--- config.mk ---
export PLATFORM = sky130hd
export DESIGN_NAME = pmu_ring_freq_meter
export DESIGN_NICKNAME = d
export VERILOG_FILES = /design/src/rtl/pmu_ring_freq_meter.sv
export SDC_FILE = /design/constraint.sdc
export NUM_CORES = 1
export LEC_CHECK = 0
export CORE_UTILIZATION = 53
export DETAILED_ROUTE_END_ITERATION = 8
export PLACE_DENSITY_LB_ADDON = 0.3
export SLEW_MARGIN = 20
export SYNTH_ARGS = -nofsm -noshare
export SYNTH_HDL_FRONTEND = slang
export SYNTH_SLANG_ARGS = --single-unit
--- constraint.sdc ---
create_clock -name wb_clk_i -period 2.85 [get_ports wb_clk_i]
set_input_delay 0.57 -clock wb_clk_i [delete_from_list [all_inputs] [get_ports wb_clk_i]]
set_output_delay 0.57 -clock wb_clk_i [all_outputs]
set_load 0.01 [all_outputs]
--- src/rtl/pmu_ring_freq_meter.sv ---
// Purpose: counts rising edges of the asynchronous PMU ring oscillator over a programmable window of wb_clk_i cycles.
// Latency: done arrives win_len+1 cycles after the accepted start; ring edges reach the counter SYNC_STAGES cycles late.
// Backpressure: none; start is ignored while busy (including the done cycle), nothing is queued.
module pmu_ring_freq_meter #(
    parameter int CNT_W       = 16,
    parameter int WIN_W       = 16,
    parameter int SYNC_STAGES = 2   // must be at least 2
) (
    input  logic             wb_clk_i,
    input  logic             wb_rstn_i,
    input  logic             ring_in,
    input  logic             start,
    input  logic [WIN_W-1:0] win_len,
    output logic             busy,
    output logic             done,
    output logic [CNT_W-1:0] count,
    output logic             overflow
);

    typedef enum logic [1:0] {
        ST_IDLE    = 2'd0,
        ST_MEASURE = 2'd1,
        ST_DONE    = 2'd2
    } state_t;

    state_t                 state_q, state_d;
    logic [SYNC_STAGES-1:0] sync_q, sync_d;
    logic                   hist_q, hist_d;
    logic [WIN_W-1:0]       win_cnt_q, win_cnt_d;
    logic [CNT_W-1:0]       edge_cnt_q, edge_cnt_d;
    logic                   sat_q, sat_d;
    logic [CNT_W-1:0]       count_q, count_d;
    logic                   overflow_q, overflow_d;

    logic edge_pls;
    logic cnt_full;

    // Synchronizer and edge-history chain: free-running in every state so the
    // history flop already tracks the ring level when a window opens.
    always_comb begin
        sync_d = {sync_q[SYNC_STAGES-2:0], ring_in};
        hist_d = sync_q[SYNC_STAGES-1];
    end

    assign edge_pls = sync_q[SYNC_STAGES-1] & ~hist_q;
    assign cnt_full = &edge_cnt_q;

    // Next-state and datapath: window countdown, saturating edge count, and
    // result capture on the transition into DONE so count is valid with done.
    always_comb begin
        state_d    = state_q;
        win_cnt_d  = win_cnt_q;
        edge_cnt_d = edge_cnt_q;
        sat_d      = sat_q;
        count_d    = count_q;
        overflow_d = overflow_q;

        case (state_q)
            ST_IDLE: begin
                if (start) begin
                    win_cnt_d  = win_len;
                    edge_cnt_d = '0;
                    sat_d      = 1'b0;
                    if (win_len == '0) begin
                        // Empty window: report zero immediately.
                        state_d    = ST_DONE;
                        count_d    = '0;
                        overflow_d = 1'b0;
                    end else begin
                        state_d = ST_MEASURE;
                    end
                end
            end

            ST_MEASURE: begin
                win_cnt_d = win_cnt_q - WIN_W'(1);
                if (edge_pls) begin
                    if (cnt_full) begin
                        sat_d = 1'b1;
                    end else begin
                        edge_cnt_d = edge_cnt_q + CNT_W'(1);
                    end
                end
                if (win_cnt_q == WIN_W'(1)) begin
                    // Last window cycle: include this cycle's edge in the result.
                    state_d    = ST_DONE;
                    count_d    = edge_cnt_d;
                    overflow_d = sat_d;
                end
            end

            ST_DONE: begin
                state_d = ST_IDLE;
            end

            default: begin
                state_d = ST_IDLE;
            end
        endcase
    end

    // State register with synchronous active-low reset; reset aborts any window.
    always_ff @(posedge wb_clk_i) begin
        if (!wb_rstn_i) begin
            state_q    <= ST_IDLE;
            sync_q     <= '0;
            hist_q     <= 1'b0;
            win_cnt_q  <= '0;
            edge_cnt_q <= '0;
            sat_q      <= 1'b0;
            count_q    <= '0;
            overflow_q <= 1'b0;
        end else begin
            state_q    <= state_d;
            sync_q     <= sync_d;
            hist_q     <= hist_d;
            win_cnt_q  <= win_cnt_d;
            edge_cnt_q <= edge_cnt_d;
            sat_q      <= sat_d;
            count_q    <= count_d;
            overflow_q <= overflow_d;
        end
    end

    assign busy     = (state_q != ST_IDLE);
    assign done     = (state_q == ST_DONE);
    assign count    = count_q;
    assign overflow = overflow_q;

endmodule

==> reports/metrics.cfg <==
[synth]
synth_edf_count = 0
syn_area_um2 = 2800
syn_nets = 358
yosysSeqAreaShare_pct = 39.3
avgSynthCellArea_um2 = 8.37
syn_inst = 335
async_reset_ff_share_pct = 0
synthFlopType = dfxtp_1
ys_ff_latch = 55
synth_cell_types = 63
yosys_warnings = 0

[clocking]
cts-resized-gates = 0
htreeDepth = 2
cts_num_sinks = 55
clockRootBuffer = clkbuf_8
numCtsBuffers = 5
insertion_delay_ps = 310
cts_setup_buffers = 0
path_clk_slew_ps = 100
clockBufferDepth = 2
cts_tree = done
cts_hold_buf = 0

[global_routing]
antenna_found_initial = 0
grt_usage_pct = 28.3
first_global_vias = 2460
grt_overflow = 0
grt_max_degree = 26
grt_pass1_wl_mm = 12.0

[place]
dp.cells = 438
place.gp.congestion = 0.870
dp_slack_ps = 351
port_buffers = 38
dpl.hpwl_mm = 5.14
place_area_um2 = 3290

[floorplanning]
initial_utilization_pct = 54.9
die_h_um = 74.7
core_um2 = 5110
die_w_um = 74.7
rows = 26
pin_count = 39
die_area_um2 = 5590

[critical_path]
start_kind = flip-flop
arrival_ps = 1760
r2r_start = win_cnt_q[10]
cp.required_ps = 2280
regToRegSetupSlack_ps = 550
worstRegToRegCells = 5
r2r_end = count[2]
crit_type = flip-flop to output pin
endpoint_kind = output pin
crit_fanout = 8

[detailed_routing]
drt_first_pass_iters = 5
drt-total-wl_mm = 7.42
wl_met1_mm = 3.30
highest_layer = met4
wl_per_cell_um = 16.6
wl_met2_mm = 3.44
drc = 0
ant_nets = 0
dr_wl_met3_um = 556
vias = 2806
via_per_inst = 6.29
drtIter0Drc = 206

[final_layout]
layout.cells.most_common = dfxtp_1
multiInputGateArea_um2 = 1590
syn_to_final_growth_pct = 20.5
antenna_cells = 0
seq_area_um2 = 1100
stdcell_area_um2 = 3380
layout_common_cells = dfxtp_1, clkdlybuf4s50_1, nand2_1
final_cells = 446
fin_nets = 398
fillers = 461
drive_gt1_share_pct = 8.78

[timing]
tns_ps = 0
fin_ws_ps = 524
tightest_slew_ps = 784
clock-skew-final_ps = 5.93
fin_crit_sh_pct = 81.6
hold_viol_final = 0
final-setup-viol-count = 0
slew_violations = 0
holdWs_ps = 441
max_slew_margin_pct = 47.7
period_needed_ps = 2330
grt_setup_unrepaired = no
clock.fmax_mhz = 430

[min_path]
hold_path_class = flip-flop to flip-flop
whs_endpoint = sync_q[1]
hold_start = sync_q[0]
min_path_cells = 1

[outcome]
outcome = finished clean

[pwr]
switching_power_w = 0.000439
pwr-share-comb_pct = 18.1
p_clk_share_pct = 27.9
p_leak_nw = 1.10
pwr-share-seq_pct = 54.0
p_per_area_nw_per_um2 = 452
internal_power_w = 0.00109
switching_share_pct = 28.7
irDropWorstVdd_uv = 313

[flow_run]
maxCapViolations = 0

[power by group through the flow]
| stage | Sequential, W | Clock [W] | Combinational, W |
|---|---|---|---|
| floorplan | 0.000830 | 0 | 0.000171 |
| global placement | 0.000840 | 0 | 0.000266 |
| detailed placement | 0.000842 | 0 | 0.000269 |
| CTS | 0.000823 | 0.000432 | 0.000271 |
| global route | 0.000828 | 0.000465 | 0.000300 |
| finish | 0.000824 | 0.000427 | 0.000276 |
[cell type report]
cell class                      instances  area share (%)
Clock buffer                            6            2.15
Inverter                               11            1.26
Multi-Input combinational cell        251            46.9
Timing Repair Buffer                   51            14.1
Clock inverter                          2           0.370
Sequential cell                        55            32.6
Tap cell                               70            2.59
[metal layers]
metal,vias to the layer above,GRT usage [%]
met1,1310,38.5
met3,13,5.35
met5,-,0
met4,0,9.22
met2,135,45.2
li1,1348,-
[flip-flops by register name, summed over array words and instances (netlist names)]
| register | cells |
|---|---|
| hist_q | 1 |
| count | 16 |
| state_q | 2 |
| sat_q | 1 |
| sync_q | 2 |
| win_cnt_q | 16 |
| edge_cnt_q | 16 |
| overflow | 1 |
[how the worst max path moves through the flow]
stage          depth (start not counted)  slack [ps]          start   endpoint
2_1_floorplan                          6         770  win_cnt_q[10]  count[12]
3_3_place_gp                           6         410          start   count[6]
3_5_place_dp                           6         350          start  count[10]
4_1_cts                                3         520     state_q[1]       done
5_1_grt                                3         430     state_q[1]       done
6_report                               3         520     state_q[1]       done
[Yosys cell counts, drive strengths merged (3+ instances only)]
master	count	share of area (%)
ha	3	1.3
or2	4	0.89
a21o	3	0.80
a32oi	3	0.94
and2	5	1.1
or4	3	1.1
a21oi	23	4.1
nor2	27	3.7
a221oi	5	1.6
nand4	12	2.7
nor3b	5	1.3
o2bb2ai	16	5.0
mux2i	3	1.1
o21ai	17	3.0
nand2	28	3.8
xnor2	3	0.94
inv	9	1.2
nand2b	4	0.89
o31a	3	0.94
dfxtp	55	39
nor4	9	2.2
nor3	16	2.9
clkbuf	16	2.1
o22ai	7	1.6
nand3b	3	0.80
nand3	11	2.0
o21a	3	0.80
[metrics by stage]
step | total power, W | util (%)
after global placement | 0.00111 | 64.5
after global routing | 0.00159 | 66.2
after detailed placement | 0.00111 | 64.5
final | 0.00153 | 66.2
after floorplan | 0.00100 | -
after CTS | 0.00153 | 66.2
[worst max-delay path, stage by stage, from the launching register on]
cell             delay [ps]
dfxtp_1                 480
clkinv_1                260
nor2_1                  160
clkdlybuf4s50_1         540
[cells by family (layout without fill, tap and decap cells)]
family,after synthesis,after routing,synth area share (%)
muxes,4,4,1.47
xor gates and xnor gates,4,4,1.25
AOI/OAI and AO/OA,104,104,26.7
buffers and inverters,29,70,4.19
DFF,55,55,39.3
adders and majority gates,3,3,1.34
and+or+nand+nor,136,136,25.8
(Power assumes the default switching activity.)
